## src/rtl/board_pkg.sv

```systemverilog
// rtl/board_pkg.sv - shared 5x7 board geometry, controller states and cell indexing
package board_pkg;

    localparam int BOARD_COLS = 5;
    localparam int BOARD_ROWS = 7;
    localparam int CELLS      = BOARD_COLS * BOARD_ROWS;
    localparam int COORD_W    = 3;
    localparam int CELL_W     = $clog2(CELLS);

    typedef enum logic [2:0] {
        IDLE,
        DEB_PRESS,
        CHECK,
        REQ,
        WAIT_REL,
        GAME_OVER
    } state_t;

    // Column-major cell numbering shared with the board/matrix block.
    function automatic logic [CELL_W-1:0] cell_idx(input logic [COORD_W-1:0] col,
                                                   input logic [COORD_W-1:0] row);
        return CELL_W'(col) * CELL_W'(BOARD_ROWS) + CELL_W'(row);
    endfunction

endpackage

```

## src/rtl/button_conditioner.sv

```systemverilog
// rtl/button_conditioner.sv - push-button inversion, 2-FF sync and stable-level counter
module button_conditioner #(
    parameter int DEBOUNCE_CYCLES = 16
) (
    input  logic clk,
    input  logic reset,
    input  logic bt,
    input  logic i_track,
    input  logic i_clr,
    output logic o_press_s,
    output logic o_stable
);

    localparam int                CNT_W    = $clog2(DEBOUNCE_CYCLES);
    localparam logic [CNT_W-1:0]  CNT_LAST = CNT_W'(DEBOUNCE_CYCLES - 1);

    logic [1:0]       r_sync;
    logic [CNT_W-1:0] r_cnt;
    logic             w_match;

    always_ff @(posedge clk or posedge reset) begin
        if (reset) begin
            r_sync <= 2'b00;
        end else begin
            r_sync <= {r_sync[0], ~bt};
        end
    end

    assign o_press_s = r_sync[1];
    assign w_match   = (o_press_s == i_track);

    // Counts consecutive cycles at the tracked level; o_stable marks the last one.
    always_ff @(posedge clk or posedge reset) begin
        if (reset) begin
            r_cnt <= '0;
        end else if (i_clr || !w_match) begin
            r_cnt <= '0;
        end else if (r_cnt != CNT_LAST) begin
            r_cnt <= r_cnt + 1'b1;
        end
    end

    assign o_stable = w_match && (r_cnt == CNT_LAST);

endmodule

```

## src/rtl/attack_entry_ctrl.sv

```systemverilog
// rtl/attack_entry_ctrl.sv - player attack entry: debounce, validate, handshake, shot tracking
module attack_entry_ctrl
    import board_pkg::*;
#(
    parameter int DEBOUNCE_CYCLES = 16,
    parameter int MAX_SHOTS       = 10
) (
    input  logic               clk,
    input  logic               reset,
    input  logic               bt,
    input  logic [7:0]         ch,
    input  logic               atk_ready,
    output logic               atk_valid,
    output logic [COORD_W-1:0] atk_col,
    output logic [COORD_W-1:0] atk_row,
    output logic [3:0]         shots_left,
    output logic               err_range,
    output logic               err_repeat,
    output logic               game_over
);

    state_t             r_state;
    state_t             w_next;
    logic [COORD_W-1:0] r_col;
    logic [COORD_W-1:0] r_row;
    logic [3:0]         r_shots;
    logic               r_err_range;
    logic               r_err_repeat;
    logic [CELLS-1:0]   r_map;

    logic               w_press_s;
    logic               w_stable;
    logic               w_track;
    logic               w_clr;
    logic               w_in_range;
    logic               w_hit;
    logic [CELL_W-1:0]  w_idx;
    logic               w_unused_ch;

    button_conditioner #(
        .DEBOUNCE_CYCLES(DEBOUNCE_CYCLES)
    ) u_button_conditioner (
        .clk      (clk),
        .reset    (reset),
        .bt       (bt),
        .i_track  (w_track),
        .i_clr    (w_clr),
        .o_press_s(w_press_s),
        .o_stable (w_stable)
    );

    assign w_unused_ch = ^ch[7:6];
    assign w_in_range  = (r_col < COORD_W'(BOARD_COLS)) && (r_row < COORD_W'(BOARD_ROWS));
    assign w_idx       = cell_idx(r_col, r_row);
    assign w_hit       = w_in_range && r_map[w_idx];

    always_comb begin
        w_next  = r_state;
        w_track = 1'b1;
        case (r_state)
            IDLE:      if (w_press_s) w_next = DEB_PRESS;
            DEB_PRESS: begin
                if (!w_press_s)    w_next = IDLE;
                else if (w_stable) w_next = CHECK;
            end
            CHECK:     w_next = (!w_in_range || w_hit) ? WAIT_REL : REQ;
            REQ:       if (atk_ready) w_next = WAIT_REL;
            WAIT_REL: begin
                w_track = 1'b0;
                if (w_stable) w_next = (r_shots == 4'd0) ? GAME_OVER : IDLE;
            end
            GAME_OVER: w_next = GAME_OVER;
            default:   w_next = IDLE;
        endcase
    end

    // The IDLE->DEB_PRESS step keeps the count so the first pressed cycle is included.
    assign w_clr = (w_next != r_state) && (w_next != DEB_PRESS);

    always_ff @(posedge clk or posedge reset) begin
        if (reset) begin
            r_state      <= IDLE;
            r_col        <= '0;
            r_row        <= '0;
            r_shots      <= 4'(MAX_SHOTS);
            r_err_range  <= 1'b0;
            r_err_repeat <= 1'b0;
            r_map        <= '0;
        end else begin
            r_state <= w_next;
            case (r_state)
                IDLE: if (w_next == DEB_PRESS) begin
                    r_err_range  <= 1'b0;
                    r_err_repeat <= 1'b0;
                end
                DEB_PRESS: if (w_next == CHECK) begin
                    r_col <= ch[5:3];
                    r_row <= ch[2:0];
                end
                CHECK: begin
                    if (!w_in_range)  r_err_range  <= 1'b1;
                    else if (w_hit)   r_err_repeat <= 1'b1;
                end
                REQ: if (atk_ready) begin
                    r_map[w_idx] <= 1'b1;
                    r_shots      <= r_shots - 4'd1;
                end
                default: ;
            endcase
        end
    end

    assign atk_valid  = (r_state == REQ);
    assign atk_col    = r_col;
    assign atk_row    = r_row;
    assign shots_left = r_shots;
    assign err_range  = r_err_range;
    assign err_repeat = r_err_repeat;
    assign game_over  = (r_state == GAME_OVER);

endmodule

```

## config.mk

```make
export PLATFORM = sky130hd
export DESIGN_NAME = attack_entry_ctrl
export DESIGN_NICKNAME = d
export VERILOG_FILES = /design/src/rtl/board_pkg.sv /design/src/rtl/button_conditioner.sv /design/src/rtl/attack_entry_ctrl.sv
export SDC_FILE = /design/constraint.sdc
export NUM_CORES = 1
export LEC_CHECK = 0
export CAP_MARGIN = 20
export CORE_ASPECT_RATIO = 0.8
export CORE_MARGIN = 4
export CORE_UTILIZATION = 45
export CTS_CLUSTER_DIAMETER = 60
export DETAILED_ROUTE_END_ITERATION = 10
export PLACE_DENSITY_LB_ADDON = 0.12
export SLEW_MARGIN = 20
export SYNTH_ARGS = -nofsm -noshare
export SYNTH_HDL_FRONTEND = slang
export SYNTH_SLANG_ARGS = --single-unit
```

## constraint.sdc

```tcl
create_clock -name clk -period 3.6 [get_ports clk]
set_input_delay 0.72 -clock clk [delete_from_list [all_inputs] [get_ports clk]]
set_output_delay 0.72 -clock clk [all_outputs]
set_load 0.02 [all_outputs]
```

==> Word level (Yosys, flattened, before mapping) <==
Cells that the tools add are included.
W data, S select, Z words.
{ "word_totals": {"ff_bits": 56, "inputBits": 12, "output_inout_bits": 14, "word_cells": 73} }
{ "classes": {"addsub": 3, "n_mul": 1, "magnitude_cmp": 4, "eq_ne": 16, "mux": 21, "n_bitwise": 2, "n_reduce_logical": 17} }
{ "op_table": {"columns": ["cell", "count"], "rows": [
  ["$or A35 B35 Y35", 1],
  ["$mux W3", 7],
  ["$pmux W3 S6", 1],
  ["$eq A3 B2 Y1 const B", 3],
  ["$mux W4", 2],
  ["$ne A2 B2 Y1 const B", 4],
  ["$lt A6 B7 Y1 const B", 1],
  ["$mux W1", 7],
  ["$add A6 B3 Y6", 1],
  ["$bmux W1 S6", 1],
  ["$demux W1 S6", 1],
  ["$eq A3 B1 Y1 const B", 2],
  ["$eq A3 B3 Y1 const B", 2],
  ["$ge A6 B1 Y1 const B", 1],
  ["$lt A3 B3 Y1 const B", 2],
  ["$mul A3 B3 Y6 const B", 1],
  ["$logic_and A1 B1 Y1", 5],
  ["$add A4 B1 Y4 const B", 1],
  ["$eq A4 B4 Y1 const B", 1],
  ["$logic_not A4 Y1", 1],
  ["$ne A4 B4 Y1 const B", 1],
  ["$pmux W1 S2", 2],
  ["$reduce_and A2 Y1", 2],
  ["$reduce_and A4 Y1", 1],
  ["10 further kinds", 13]
]} }

==> Depth between registers and ports, before layout <==
Gate-level depths: netlist of run 1.
{ "depth": {"depth_word": 12, "mapped_depth": 11, "depth_no_buf": 11} }

==> Cells and area by module <==
Synthesis of run 1 repeated with hierarchy kept, for this count alone.
{ "hier_totals": {"hier_cells": 258, "hier_area_um2": 2925.3} }
{ "modules_own_cells": {"columns": ["mod", "instances", "cells_each", "area_each_um2", "seq_area_each_um2"], "rows": [
  ["attack_entry_ctrl", 1, 233, 2662.6, 1253.7],
  ["button_conditioner", 1, 25, 262.8, 150.1]
]} }

==> Worst setup path before layout of run 1 <==
No wires, ideal clock.
{ "synth_path": {"path_type": "reg-to-reg", "start": "register r_col[1], in the netlist atk_col[1]", "end": "register r_state[0]", "setup_time_ns": 0.086, "t_arrival_ns": 3.526, "required_time_ns": 3.514, "setup_slack_ns": -0.011, "stages_incl_launch_ff": 11, "n_path_buf": 1, "synth_period_minus_slack_ns": 3.611, "path_cell_list": "dfrtp_1 > fa_1 > fa_1 > fa_1 > clkbuf_1 > mux4_1 > nand3_1 > nand4_1 > mux2_4 > a21o_1 > a32oi_1"} }
{ "synth_via": {"elab_chain_cells": 8, "elab_cells_between_ends": 11, "cone_classes": "add/sub (1); mul (1); order compare (1); mux (4); reduce/logical (4)"} }
{ "synth_rtl": {"columns": ["element", "line_no", "source"], "rows": [
  ["start: declaration", "attack_entry_ctrl.sv:24", "logic [COORD_W-1:0] r_col;"],
  ["start signal: assignment", "attack_entry_ctrl.sv:97", "r_col <= ch[5:3];"],
  ["$mul A3 B3 Y6", "board_pkg.sv:22", "return CELL_W'(col) * CELL_W'(BOARD_ROWS) + CELL_W'(row);"],
  ["$add A6 B3 Y6", "board_pkg.sv:22", null],
  ["$bmux W1 S6", "attack_entry_ctrl.sv:55", "assign w_hit = w_in_range && r_map[w_idx];"],
  ["$mux W1 (not written as such)", "attack_entry_ctrl.sv:55", null],
  ["$logic_and A1 B1 Y1", "attack_entry_ctrl.sv:55", null],
  ["$logic_or A1 B1 Y1 *", "attack_entry_ctrl.sv:66", "CHECK: w_next = (!w_in_range || w_hit) ? WAIT_REL : REQ;"],
  ["$mux W3 *", "attack_entry_ctrl.sv:66", null],
  ["$pmux W3 S6 *", "attack_entry_ctrl.sv:60", "case (r_state)"],
  ["net w_next[0]", "attack_entry_ctrl.sv:23", "state_t w_next;"],
  ["end signal: assignment", "attack_entry_ctrl.sv:90", "r_state <= w_next;"],
  ["end: declaration", "attack_entry_ctrl.sv:22", "state_t r_state;"]
]} }
Mark *: on every way through the listed nets, which the timed path passes. The rest lies on a longest branch. The select of a mux whose other input is x is not followed.
A chain may end at the register's enable or synchronous reset.

==> Worst setup path in the final report of run 1 <==
{ "layout_path": {"start": "register r_col[0], in the netlist atk_col[0]", "end": "register r_state[0]"} }
The elaborated chain is that of the path after synthesis.

==> results of run 1 <==
[cell usage after synthesis, drive strengths merged]
| cell type | number |
|---|---|
| a211oi | 2 |
| a21o | 23 |
| a21oi | 9 |
| a22oi | 1 |
| a32oi | 2 |
| and2 | 6 |
| and3 | 1 |
| buf | 3 |
| clkbuf | 6 |
| dfrtp | 54 |
| dfstp | 2 |
| fa | 4 |
| ha | 14 |
| inv | 9 |
| mux2 | 5 |
| mux2i | 2 |
| mux4 | 8 |
| nand2 | 19 |
| nand2b | 3 |
| nand3 | 16 |
| nand3b | 1 |
| nand4 | 2 |
| nor2 | 16 |
| nor2b | 4 |
| nor3 | 3 |
| nor3b | 2 |
| nor4 | 3 |
| nor4b | 1 |
| o211a | 1 |
| o211ai | 1 |
| o21ai | 13 |
| o21bai | 16 |
| o22ai | 1 |
| o2bb2ai | 2 |
| o31ai | 2 |
| or3 | 1 |
| or4 | 1 |
| xnor2 | 5 |
| xor2 | 3 |
[cell families (layout without fill, tap and decap cells)]
| family | after synthesis | in the layout | share of synthesized area |
|---|---|---|---|
| buf+inv | 18 | 55 | 0.0296 |
| xor+xnor | 8 | 8 | 0.0234 |
| simple gates | 79 | 79 | 0.132 |
| flops | 56 | 56 | 0.468 |
| compound gates | 73 | 73 | 0.166 |
| mux | 15 | 15 | 0.0955 |
| fa+ha+maj | 18 | 18 | 0.0851 |
[per-layer routing]
layer / track usage / up-vias / routed length (um)
met5: 0 / - / 0
met4: 0.0409 / 0 / 41
met3: 0.0343 / 2 / 175
met2: 0.241 / 27 / 2560
met1: 0.242 / 994 / 3190
li1: - / 1037 / -
[worst max-delay path: stages, from the launching register on]
cell and delay, ps:
dfrtp_1 410, fa_1 570, fa_1 470, fa_2 640
mux4_1 310, nand3_1 100, nand4_1 110, mux2_4 300
a21o_1 190, a32oi_1 190
[layout by cell type, fill, tap and decap left out, types with 8 or more instances in the layout]
master / n
dfrtp_1: 53
a21o_1: 23
clkdlybuf4s50_1: 23
nand2_1: 19
nor2_1: 16
o21bai_1: 16
nand3_1: 16
buf_4: 15
ha_1: 14
o21ai_0: 13
a21oi_1: 9
inv_1: 8
[repair_timing]
| item | CTS | global route |
|---|---|---|
| gates resized for setup | 0 | 1 |
| hold buffers | 0 | 0 |
| endpoints found under the setup margin | 0 | 3 |
[registers in the layout, indices dropped and copies added, names as in the netlist]
| register | count |
|---|---|
| r_map | 35 |
| shots_left | 4 |
| u_button_conditioner.r_cnt | 4 |
| atk_col | 3 |
| atk_row | 3 |
| r_state | 3 |
| u_button_conditioner.r_sync | 2 |
| err_range | 1 |
| err_repeat | 1 |
[worst max path at each step]
| stage | depth (start not counted) | endpoint |
|---|---|---|
| after floorplan | 10 | r_state[0] |
| after global placement | 9 | r_state[0] |
| after detailed placement | 9 | r_state[0] |
| after CTS | 9 | r_state[0] |
| after global routing | 9 | r_state[0] |
| final | 9 | r_state[0] |
[per-stage QoR]
stage,util,area [um^2],hold WS [ps]
floorplan,-,3000,331
global placement,0.527,3390,335
detailed placement,0.527,3390,335
CTS,0.544,3510,359
global route,0.545,3510,368
finish,0.545,3510,358
[power by group through the flow]
stage / clock [mW] / sequential (mW) / combinational (mW)
final: 0.410 / 0.636 / 0.0321
after global routing: 0.459 / 0.637 / 0.0366
after CTS: 0.427 / 0.636 / 0.0334
after detailed placement: 0 / 0.649 / 0.0331
after global placement: 0 / 0.649 / 0.0329
after floorplan: 0 / 0.648 / 0.0164
[layout make-up]
class | instances | area, um^2 | area share
Clock buffer | 6 | 72.6 | 0.0207
Clock inverter | 2 | 38.8 | 0.0111
Inverter | 9 | 33.8 | 0.00963
Multi-Input combinational cell | 193 | 1510 | 0.430
Sequential cell | 56 | 1410 | 0.401
Tap cell | 84 | 105 | 0.0300
Timing Repair Buffer | 38 | 343 | 0.0977
==> results.toml, run 1 <==
[status]
status = "finished clean"

[sta]
drv_slew = 0
finalCritPeriodShare = 0.934
setup_violations = 0
max_freq_mhz = 297
rsz0062_at_grt = "false"
worstMarginPinSlew_ps = 663
finClkSkew_ps = 6.18
finalHoldViolCount = 0
final.setup.worst_slack_ps = 238
slew_headroom = 0.558
fin_setup_tns_ps = 0
fin_crit_ps = 3360

[synthesis]
synth_top_area_share = 0.450
netlist_area_um2 = 3000
yosys_register_bits = 56
synth.largest_area_cell = "dfrtp_1"
yosys_warnings = 0
netlist-cell-type-count = 44
yosysSeqAreaShare = 0.468
synth_area_per_cell_um2 = 11.2
synthCells = 267
ys_top_cells_by_area = "dfrtp_1, mux4_1, ha_1"
synth_nets = 297

[critical_path]
critPathKind = "flop to flop"
cp_max_fo = 5
required_ps = 3820
start_kind = "flop"
arrival_ps = 3580
ff2ff_path_depth = 9
crit_start = "atk_col[0]"
reg2reg_to = "r_state[0]"
r2r_start = "atk_col[0]"
endpoint_kind = "flop"
reg2reg_slack_ps = 240

[floorplanning]
core-area_um2 = 6440
fp.dieArea_um2 = 8050
die_w_um = 99.3
ios = 26
start_util = 0.466
die_h_um = 81.0
row_count = 26

[placement]
portBuffers = 23
hpwl_mm = 4.43
dp_cells = 380
place_ws_ps = 133
gp_congestion = 0.784

[hold_path]
hold_start = "u_button_conditioner.r_sync[0]"
hold_path_end = "u_button_conditioner.r_sync[1]"
hold_depth = 0
min_path_type = "flop to flop"

[global_routing]
grt.total_usage = 0.162
grt_overflow = 0
grt_pass1_wl_mm = 10.3
grt_pass1_vias = 2032
grt_max_degree = 29
grt_antenna_before_repair = 0

[routing]
viasPerCell = 5.31
drt_pass1_iterations = 4
wirelength_mm = 5.96
first_iter_violations = 96
antenna_left = 0
drc = 0
dr_total_vias = 2060
routedWlPerCell_um = 15.4

[power_and_ir_drop]
seqPwrFrac = 0.590
switching_share = 0.205
power_density_nw_per_um2 = 307
internal-power_uw = 857
clockPowerShare = 0.380
p_leak_nw = 1.80
pwr-share-comb = 0.030
switchingPower_uw = 221
ir_drop_mv = 0.191
finalPower_mw = 1.08

[clock_tree]
clkTransAtPathRegs_ps = 100
cts_sinks = 56
h-tree-depth = 2
cts_tree = "yes"
clock_latency_ps = 300
numCtsBuffers = 5
cts_setup_buffers = 0
clock-root-buffer = "clkbuf_8"
cts_max_path_buffers = 2

[layout]
stdcell_count = 388
num_antenna_cells = 0
nets = 333
drive_gt1_frac = 0.112
fillers = 549
areaGrowthSynthToFinish_pct = 16.9

[flow_run]
maxCapViolCount = 0
(Power assumes the default switching activity.)
==> run 2, diff against run 1 <==
--- a/config.mk
+++ b/config.mk
@@ -11,6 +11,7 @@
 export CORE_UTILIZATION = 45
 export CTS_CLUSTER_DIAMETER = 60
 export DETAILED_ROUTE_END_ITERATION = 10
+export GPL_TIMING_DRIVEN = 0
 export PLACE_DENSITY_LB_ADDON = 0.12
 export SLEW_MARGIN = 20
 export SYNTH_ARGS = -nofsm -noshare
==> results.toml, run 2 (synthesis gave the netlist of run 1 again) <==
[status]
status = "finished clean"

[clock_tree]
clock_latency_ps = 300
numCtsBuffers = 5
clock-root-buffer = "clkbuf_8"
h-tree-depth = 2
cts_max_path_buffers = 2
clkTransAtPathRegs_ps = 100
cts_tree = "yes"
cts_sinks = 56

[sta]
rsz0062_at_grt = "true"
finClkSkew_ps = 4.56
setup_violations = 0
fin_setup_tns_ps = 0
final.setup.worst_slack_ps = 51.0
hold_ws_ps = 356
fin_crit_ps = 3550
max_freq_mhz = 282
finalHoldViolCount = 0
drv_slew = 0
finalCritPeriodShare = 0.986
slew_headroom = 0.292
worstMarginPinSlew_ps = 1050

[hold_path]
min_path_type = "flop to flop"

[critical_path]
cp_slowest_stage_delay_ps = 640
start_kind = "flop"
endpoint_kind = "flop"
cp_top_family = "adder cells"
critPathKind = "flop to flop"
arrival_ps = 3770
cpMostUsedCell = "fa_2"
cp_max_fo = 8
cp_slowest_cell = "fa_2"
cp_cell_sequence = "fa_1 -> fa_2 -> fa_2 -> buf_8 -> mux4_2 -> nand3_2 -> nand4_1 -> mux2_4 -> a21o_1 -> a32oi_1"
required_ps = 3820
crit_buf_inv = 1

[placement]
dp_cells = 374
hpwl_mm = 4.51
gp_congestion = 0.809
portBuffers = 23
place_ws_ps = -308

[power_and_ir_drop]
pwr-share-comb = 0.028
power_density_nw_per_um2 = 305
seqPwrFrac = 0.587
switching_share = 0.210
internal-power_uw = 856
ir_drop_mv = 0.216
clockPowerShare = 0.385
switchingPower_uw = 228
p_leak_nw = 1.78

[global_routing]
grt_pass1_wl_mm = 10.5
grt_pass1_vias = 2062
grt.total_usage = 0.165
grt_max_degree = 57
grt_antenna_before_repair = 0
grt_overflow = 0

[floorplanning]
ios = 26
fp.dieArea_um2 = 8050
die_w_um = 99.3
start_util = 0.466
die_h_um = 81.0
core-area_um2 = 6440
row_count = 26

[routing]
drc = 0
wirelength_mm = 6.27
first_iter_violations = 122
routedWlPerCell_um = 16.1
drt_pass1_iterations = 4
antenna_left = 0
dr_total_vias = 2116
viasPerCell = 5.43

[layout]
mostFrequentLayoutCell = "dfrtp_1"
areaGrowthSynthToFinish_pct = 18.6
top_register = "r_map"
fillers = 572
stdcell_count = 390
nets = 335
num_antenna_cells = 0
largest_reg_flops = 35
drive_gt1_frac = 0.134
final_cell_mix = "dfrtp_1, a21o_1, clkdlybuf4s50_1, nand2_1"

[flow_run]
maxCapViolCount = 0
==> run 2: metal layers <==
layer  track usage  share of wire  vias to the layer above
li1              -              -                     1038
met1         0.245           0.51                     1047
met2         0.256           0.45                       29
met3        0.0343          0.039                        2
met4        0.0246         0.0030                        0
met5             0              0                        -
==> run 2: cell type report <==
cell class,count,area [um^2],area share
multi-input combinational,193,1540,0.433
inverter,9,36.3,0.0102
buffer,9,66.3,0.0186
timing repair buffer,31,290,0.0816
clock buffer,6,72.6,0.0204
clock inverter,2,38.8,0.0109
sequential,56,1410,0.396
tap,84,105,0.0295
==> run 2: worst register-to-register path, cell delays in order (launching register included) <==
cell and delay [ps]:
dfrtp_2 460, fa_1 560, fa_2 470, fa_2 640, buf_8 140, mux4_2 330, nand3_2 80, nand4_1 100
mux2_4 310, a21o_1 180, a32oi_1 210
==> run 2: power by group through the flow <==
stage / registers [mW] / logic, mW / clock network, mW
detailed placement: 0.649 / 0.0319 / 0
finish: 0.636 / 0.0308 / 0.417
global placement: 0.649 / 0.0310 / 0
floorplan: 0.648 / 0.0164 / 0
global route: 0.637 / 0.0357 / 0.456
CTS: 0.636 / 0.0321 / 0.426
==> run 2: worst paths after layout <==
kind | start | end | slack (ps) | cells past startpoint
worst max-delay path | atk_col[1] | r_state[0] | 50 | 10
worst min-delay path | u_button_conditioner.r_sync[0] | u_button_conditioner.r_sync[1] | 360 | 0
worst max register to register | atk_col[1] | r_state[0] | 50 | 10
worst min register to register | u_button_conditioner.r_sync[0] | u_button_conditioner.r_sync[1] | 360 | 0
max in group asynchronous | reset | atk_col[2] | 2240 | 2
min in group asynchronous | reset | r_map[24] | 870 | 2
==> run 2: timing repair <==
| item | 4_1_cts | 5_1_grt |
|---|---|---|
| hold endpoints to repair | 0 | 0 |
| resized for setup | 5 | 9 |
| pin swaps | 1 | 8 |
| setup endpoints to repair | 34 | 35 |
| hold buffers | 0 | 0 |
| setup buffers | 0 | 8 |
==> run 2: through the flow <==
stage,util,area (um^2),power (mW)
2_1_floorplan,-,3000,0.664
4_1_cts,0.539,3470,1.09
5_1_grt,0.552,3560,1.13
3_5_place_dp,0.518,3340,0.681
6_report,0.552,3560,1.08
3_3_place_gp,0.518,3340,0.680
